--- config.mk ---
export PLATFORM = sky130hd
export DESIGN_NAME = obi_txn_tracker
export DESIGN_NICKNAME = d
export VERILOG_FILES = /design/src/rtl/obi_txn_tracker.sv
export SDC_FILE = /design/constraint.sdc
export NUM_CORES = 1
export LEC_CHECK = 0
export ABC_AREA = 1
export ABC_CLOCK_PERIOD_IN_PS = 2100
export BUFFER_PORTS_ARGS = -buffer_cell sky130_fd_sc_hd__buf_2
export CAP_MARGIN = 20
export CORE_UTILIZATION = 43
export DETAILED_ROUTE_END_ITERATION = 12
export PLACE_DENSITY = 0.76
export SYNTH_ARGS = -nofsm -noshare
export SYNTH_HDL_FRONTEND = slang
export SYNTH_SLANG_ARGS = --single-unit
--- constraint.sdc ---
create_clock -name clk -period 2.1 [get_ports clk]
set_input_delay 0.525 -clock clk [delete_from_list [all_inputs] [get_ports clk]]
set_output_delay 0.525 -clock clk [all_outputs]
set_load 0.02 [all_outputs]
--- src/rtl/obi_txn_tracker.sv ---
// obi_txn_tracker: grants OBI requests, forwards commands, tracks IDs in order and returns responses
module obi_txn_tracker #(
    parameter int DATA_WIDTH = 64,
    parameter int ADDR_WIDTH = 32,
    parameter int ID_WIDTH   = 4,
    parameter int DEPTH      = 4
) (
    input  logic                      clk,
    input  logic                      rst,
    input  logic                      req_in,
    input  logic                      we_in,
    input  logic [ADDR_WIDTH-1:0]     addr_in,
    input  logic [DATA_WIDTH-1:0]     wdata_in,
    input  logic [ID_WIDTH-1:0]       aid_in,
    output logic                      gnt_out,
    output logic                      cmd_valid_out,
    output logic                      cmd_we_out,
    output logic [ADDR_WIDTH-1:0]     cmd_addr_out,
    output logic [DATA_WIDTH-1:0]     cmd_wdata_out,
    input  logic                      cmd_ready_in,
    input  logic                      done_in,
    input  logic [DATA_WIDTH-1:0]     ctrl_rdata_in,
    input  logic                      ctrl_err_in,
    output logic                      rvalid_out,
    output logic [DATA_WIDTH-1:0]     rdata_out,
    output logic                      err_out,
    output logic [ID_WIDTH-1:0]       rid_out,
    output logic [$clog2(DEPTH):0]    outstanding_out,
    output logic                      protocol_err_out
);
    localparam int PW = $clog2(DEPTH);
    localparam int CW = PW + 1;

    logic [ID_WIDTH:0]     mem_q [DEPTH];
    logic [PW-1:0]         wptr_q, rptr_q;
    logic [CW-1:0]         count_q, count_d;
    logic                  cmd_valid_q, cmd_we_q;
    logic [ADDR_WIDTH-1:0] cmd_addr_q;
    logic [DATA_WIDTH-1:0] cmd_wdata_q, rdata_q;
    logic                  rvalid_q, err_q, perr_q;
    logic [ID_WIDTH-1:0]   rid_q, head_id;
    logic                  head_we, hs, pop;

    // A full FIFO refuses new requests even when a pop lands in the same cycle
    assign gnt_out = !rst && req_in && (count_q != CW'(DEPTH)) && (!cmd_valid_q || cmd_ready_in);

    always_comb begin
        hs      = req_in && gnt_out;
        pop     = done_in && (count_q != '0);
        {head_id, head_we} = mem_q[rptr_q];
        count_d = count_q + CW'(hs) - CW'(pop);
    end

    always_ff @(posedge clk)
        if (hs) mem_q[wptr_q] <= {aid_in, we_in};

    always_ff @(posedge clk) begin
        if (rst) begin
            wptr_q      <= '0;
            rptr_q      <= '0;
            count_q     <= '0;
            cmd_valid_q <= 1'b0;
            cmd_we_q    <= 1'b0;
            cmd_addr_q  <= '0;
            cmd_wdata_q <= '0;
            rvalid_q    <= 1'b0;
            rdata_q     <= '0;
            err_q       <= 1'b0;
            rid_q       <= '0;
            perr_q      <= 1'b0;
        end else begin
            if (hs) begin
                cmd_we_q    <= we_in;
                cmd_addr_q  <= addr_in;
                cmd_wdata_q <= wdata_in;
                wptr_q      <= wptr_q + 1'b1;
            end
            cmd_valid_q <= hs || (cmd_valid_q && !cmd_ready_in);
            if (pop) begin
                rptr_q  <= rptr_q + 1'b1;
                rid_q   <= head_id;
                err_q   <= ctrl_err_in;
                rdata_q <= head_we ? '0 : ctrl_rdata_in;
            end
            rvalid_q <= pop;
            count_q  <= count_d;
            if (done_in && count_q == '0) perr_q <= 1'b1;
        end
    end

    assign cmd_valid_out    = cmd_valid_q;
    assign cmd_we_out       = cmd_we_q;
    assign cmd_addr_out     = cmd_addr_q;
    assign cmd_wdata_out    = cmd_wdata_q;
    assign rvalid_out       = rvalid_q;
    assign rdata_out        = rdata_q;
    assign err_out          = err_q;
    assign rid_out          = rid_q;
    assign outstanding_out  = count_q;
    assign protocol_err_out = perr_q;
endmodule
==> results.json, run 1 <==
{
  "cts_setup_buffers": 0,
  "pre_cts_ws_ns": -0.07339,
  "avgRoutedWirePerCell_um": 13.11,
  "die_w_um": 140.3,
  "yosys.area.top_type": "dfxtp_1",
  "period_share": 0.9518,
  "postPlaceCellArea_um2": 10090,
  "ff2ff_path_depth": 12,
  "num_rows": 50,
  "power.share.clock": 0.251,
  "cap_violations": 0,
  "ys_warn_count": 0,
  "min_from": "aid_in[2]",
  "wirelength_um": 21790,
  "grt_pass1_wl_um": 34520,
  "slew_violations": 0,
  "start_util": 0.4395,
  "total_power_mw": 12.96,
  "r2r_slack_ns": 0.22,
  "diodes": 0,
  "insertion_delay_ns": 0.43,
  "cp_cell_sequence": "inv_1 > nor2_2 > nor2_4 > nand2_2 > buf_4 > inv_2 > buf_2",
  "synth_top_area_share": 0.4334,
  "route.detailed.drc": 0,
  "io_buffers": 343,
  "cts-root-buf": "clkbuf_16",
  "numCtsBuffers": 17,
  "seq_power_share": 0.389,
  "p_comb_frac": 0.360,
  "cpPeakStageDelay_ns": 0.31,
  "use_met3": 0.07385,
  "drtPass1Iterations": 4,
  "nFillCells": 1786,
  "fin_area_um2": 10680,
  "cpMaxStageDelayCell": "dfxtp_1",
  "cts_tree": "built",
  "fin_tns_setup_ns": 0,
  "synth_area_um2": 8222,
  "synthCells": 1109,
  "hold_viol": 0,
  "grt_overflow_total": 0,
  "ys_ff_latch": 198,
  "cp-start-kind": "flip-flop",
  "run_status": "finished, final reports clean",
  "first_iter_violations": 351,
  "area_growth_pct": 29.92,
  "core_area_um2": 18710,
  "grt.busiest_layer": "met2",
  "syn_avg_cell_area_um2": 7.414,
  "clock_skew_ns": 0.01195,
  "slew_headroom": 0.3050,
  "worst_slew_pin_slew_ns": 1.042,
  "dp_hpwl_um": 14420,
  "cp_top_family": "buffers and inverters",
  "antenna_found_initial": 0,
  "ys_seq_area_frac": 0.5065,
  "avgViaCountPerCell": 4.660,
  "ant_nets": 0,
  "path_clk_slew_ns": 0.08,
  "crit_buf_inv": 4,
  "ir_worst_vdd_mv": 0.5708,
  "use_met2": 0.3605,
  "rr_endpoint": "outstanding_out[2]",
  "p_leak_nw": 5.546,
  "gp_congestion": 0.7606,
  "vias": 7745,
  "min_to": "mem_q[1][3]",
  "numClockSinks": 198,
  "power_density_nw_per_um2": 1213,
  "utilization": 0.5710,
  "crit_type": "reg -> out",
  "grt_pass1_vias": 7087,
  "track_usage": 0.2182,
  "r2r-start": "outstanding_out[1]",
  "nets": 1593,
  "max_freq_mhz": 500.3,
  "p_sw_mw": 5.139,
  "worst_slack_ns": 0.1012,
  "critical_path_required_ns": 1.57,
  "min_period_ns": 1.999,
  "setup_viol": 0,
  "die_area_um2": 19680,
  "cp_data_arrival_time_ns": 1.47,
  "cts_max_level": 4,
  "ios": 344,
  "endpoint_kind": "primary output",
  "die_height_um": 140.3,
  "cp_max_fo": 5,
  "ys_types": 24,
  "hold_depth": 1,
  "synth.net_count": 1287,
  "synth_area_leaders": "dfxtp_1, nand2_1, nor2_1",
  "drive_above_1_share": 0.2815,
  "grtUsageMet1": 0.2555,
  "rsz0062_at_grt": "false",
  "worstHoldPathType": "in -> reg",
  "grt_max_degree": 100,
  "p_sw_frac": 0.3966,
  "intPower_mw": 7.819,
  "clk_path_buf_depth": 2
}
==> power groups by stage <==
stage          sequential (mW)  clock (mW)  combinational, mW
5_1_grt                   5.14        3.47               5.20
6_report                  5.04        3.25               4.66
4_1_cts                   5.05        3.33               4.70
3_3_place_gp              5.10           0               4.62
3_5_place_dp              5.13           0               4.67
2_1_floorplan             6.05           0               2.24
==> cells by family after synthesis <==
logic type / share of synthesized area
AND/OR/NAND/NOR: 0.3512
flip-flops: 0.5065
buffers and inverters: 0.08416
AO/OA/AOI/OAI: 0.04444
adder cells (fa/ha/maj): 0.01157
XOR/XNOR: 0.002131
==> layout by cell type (no fill, tap or decap), types with 2 or more instances in the layout <==
cell and instances:
buf_2 343, nand2_1 316, nor2_1 228, dfxtp_1 175
nand3b_1 98, inv_1 93, a21oi_1 71, edfxtp_1 20
clkbuf_16 18, buf_4 12, nand3_1 8, ha_1 6
inv_6 5, and2_1 4, buf_12 4, nand2_2 3
clkinv_8 3, inv_2 2, o21ai_0 2, inv_8 2
clkinv_2 2, dfxtp_2 2
==> cell type report <==
cell class	instances	area [µm²]	area share
clock inverter	13	133.9	0.01253
sequential	198	4170	0.3904
tap	234	292.8	0.02741
inverter	96	362.8	0.03397
clock buffer	19	454.2	0.04252
timing repair buffer	359	1887	0.1766
multi-input combinational	743	3381	0.3165
==> per-stage QoR <==
step,hold slack (ns),std cells
2_1_floorplan,0.4712,1109
3_3_place_gp,0.4568,1630
3_5_place_dp,0.4659,1630
4_1_cts,0.2908,1662
5_1_grt,0.2995,1662
6_report,0.3159,1662
==> flip-flops by register name (all words and copies together) (netlist names), named ones only <==
register,flops
cmd_we_out,1
mem_q,20
rvalid_out,1
protocol_err_out,1
outstanding_out,3
rptr_q,2
rdata_out,64
err_out,1
cmd_addr_out,32
rid_out,4
cmd_valid_out,1
wptr_q,2
cmd_wdata_out,64
==> worst max path at each step <==
stage                       start                 end  slack [ns]  cells after the start
floorplan                     rst  outstanding_out[2]       0.002                     12
finish              cmd_valid_out             gnt_out        0.10                      7
CTS                 cmd_valid_out             gnt_out        0.03                      7
detailed placement            rst  outstanding_out[2]       -0.07                     13
global placement              rst  outstanding_out[2]       -0.07                     13
global route        cmd_valid_out             gnt_out        0.02                      7
==> synthesized netlist by cell type <==
cell type / n
a21oi_1: 71
and2_1: 4
buf_1: 9
buf_2: 16
buf_4: 9
buf_6: 1
clkbuf_1: 37
dfxtp_1: 178
edfxtp_1: 20
fa_1: 1
ha_1: 6
inv_1: 93
inv_2: 3
nand2_1: 318
nand2_2: 1
nand3_1: 8
nand3_2: 1
nand3b_1: 98
nand4_1: 1
nor2_1: 229
nor2_4: 1
o21ai_0: 2
xnor2_1: 1
xor2_1: 1
==> routing by layer <==
metal / vias up / wire, µm
met5: - / 0
met4: 0 / 683
met3: 44 / 1889
met2: 275 / 10140
met1: 3423 / 9081
li1: 4003 / -
==> timing repair <==
item / CTS / global route
endpoints found under the hold margin: 0 / 0
endpoints found under the setup margin: 0 / 1
hold buffers: 0 / 0
gates resized for setup: 0 / 1
Note: power is estimated with default switching activity, not from simulation.
==> inputs of run 2 (changes only) <==
ABC_AREA = unset   (was 1)
CORE_MARGIN = 4   (was unset)
CORE_UTILIZATION = 42   (was 43)
==> results.json, run 2 <==
{
  "synth_edf_count": 20,
  "seq_power_share": 0.418,
  "track_usage": 0.2265,
  "yosys.area.top_type": "dfxtp_1",
  "period_share": 0.9561,
  "insertion_delay_ns": 0.43,
  "ys_warn_count": 0,
  "vias": 7068,
  "total_power_mw": 10.89,
  "endpoint_kind": "flip-flop",
  "drtPass1Iterations": 6,
  "crit_type": "reg -> reg",
  "path_clk_slew_ns": 0.08,
  "cp_max_fo": 3,
  "critical_path_required_ns": 2.45,
  "fin_hold_ws_ns": 0.3042,
  "avgRoutedWirePerCell_um": 19.12,
  "p_sw_frac": 0.3443,
  "diodes": 0,
  "cts-root-buf": "clkbuf_16",
  "power_density_nw_per_um2": 1073,
  "ant_nets": 0,
  "cts_max_level": 4,
  "cp_data_arrival_time_ns": 2.35,
  "max_freq_mhz": 498.0,
  "p_sw_mw": 3.750,
  "ys_seq_area_frac": 0.5547,
  "synth.net_count": 885,
  "slew_headroom": 0.5290,
  "cp-start-kind": "flip-flop",
  "dp.cells": 1214,
  "power.share.clock": 0.305,
  "numCtsBuffers": 17,
  "num_rows": 48,
  "synth_area_leaders": "dfxtp_1, o31ai_1, nand4_1",
  "grt_pass1_vias": 6827,
  "ys_types": 31,
  "worstHoldPathType": "in -> reg",
  "ys.flop_type": "dfxtp_1",
  "worst_slack_ns": 0.09212,
  "synthArstFlopShare": 0,
  "clk_path_buf_depth": 2,
  "layout_common_cells": "buf_2, dfxtp_1, a21oi_1",
  "area_growth_pct": 35.17,
  "fin_tns_setup_ns": 0,
  "postPlaceCellArea_um2": 9494,
  "fin_area_um2": 10150,
  "synth_top_area_share": 0.4747,
  "core_area_um2": 17420,
  "dp_hpwl_um": 16180,
  "synth_area_um2": 7507,
  "synthTopCellsByCount": "dfxtp_1, a21oi_1, nand4_1, o31ai_1, a22o_1",
  "route.detailed.drc": 0,
  "wirelength_um": 23850,
  "synthCells": 707,
  "slew_violations": 0,
  "start_util": 0.4310,
  "utilization": 0.5826,
  "die_height_um": 141.7,
  "r2r_slack_ns": 0.09,
  "first_iter_violations": 449,
  "yosysMostFrequentCell": "dfxtp_1",
  "ir_worst_vdd_mv": 0.5314,
  "p_leak_nw": 4.559,
  "cts_tree": "built",
  "avgViaCountPerCell": 5.668,
  "intPower_mw": 7.141,
  "run_status": "finished, final reports clean",
  "clock_skew_ns": 0.01215,
  "worst_slew_pin_slew_ns": 0.7066,
  "grt_pass1_wl_um": 36760,
  "min_period_ns": 2.008,
  "p_comb_frac": 0.276,
  "hold_viol": 0,
  "final_cells": 1247,
  "grt_overflow_total": 0,
  "die_area_um2": 20080,
  "ys_ff_latch": 198,
  "setup_viol": 0,
  "pre_cts_ws_ns": -0.1705,
  "holdBufCountCts": 0,
  "die_w_um": 141.7,
  "grt_max_degree": 70,
  "antenna_found_initial": 0,
  "ios": 344,
  "gp_congestion": 0.8014,
  "numClockSinks": 198,
  "drive_above_1_share": 0.4207,
  "io_buffers": 343,
  "nets": 1187,
  "mostFrequentLayoutCell": "buf_2",
  "cap_violations": 0,
  "syn_avg_cell_area_um2": 10.62
}
[run 2: cells by family after synthesis]
kind of cell    Yosys count  share of synthesized area
compound gates          271                     0.2492
flops                   198                     0.5547
simple gates            125                     0.1032
buf+inv                  98                    0.05983
fa+ha+maj                 7                    0.01267
mux                       5                    0.01700
xor+xnor                  3                   0.003501
[run 2: path summary, 6_finish.rpt]
kind	start	to	depth (start not counted)
hold reg to reg	cmd_addr_out[30]	cmd_addr_out[30]	2
setup reg to reg	outstanding_out[0]	outstanding_out[2]	11
setup / recovery	outstanding_out[0]	outstanding_out[2]	11
hold / removal	ctrl_rdata_in[56]	rdata_out[56]	2
[run 2: power by group through the flow]
stage	clock, mW	combinational [mW]	sequential [mW]
global route	3.55	3.26	4.61
CTS	3.40	2.98	4.54
floorplan	0	1.37	5.13
finish	3.33	3.01	4.56
global placement	0	2.95	4.60
detailed placement	0	2.97	4.62
[run 2: critical path, cell delays in order (launching register included)]
cell	delay, ns
dfxtp_4	0.37
nor3b_4	0.28
nor3_4	0.06
inv_2	0.07
ha_4	0.19
inv_2	0.06
ha_4	0.11
inv_2	0.03
fa_2	0.35
xor2_2	0.16
and2_1	0.16
nor3_2	0.09
[run 2: area by class of cell]
| cell class | instances | area [µm²] |
|---|---|---|
| fill | 1523 | 7269 |
| sequential | 198 | 4175 |
| multi-input combinational | 411 | 2998 |
| timing repair buffer | 375 | 2059 |
| clock buffer | 18 | 450.4 |
| tap | 225 | 281.5 |
| clock inverter | 14 | 160.2 |
| inverter | 6 | 22.52 |
[run 2: per-layer routing]
layer / up-vias / part of all wire / GRT usage
met5: - / 0 / 0
met4: 0 / 0.020 / 0.06970
met3: 34 / 0.089 / 0.06876
met2: 321 / 0.49 / 0.3799
met1: 3353 / 0.40 / 0.2807
li1: 3360 / - / -
[run 2: timing repair]
action | in CTS | in global routing
setup endpoints to repair | 0 | 1
buffers inserted | 0 | 1
resized for setup | 0 | 7
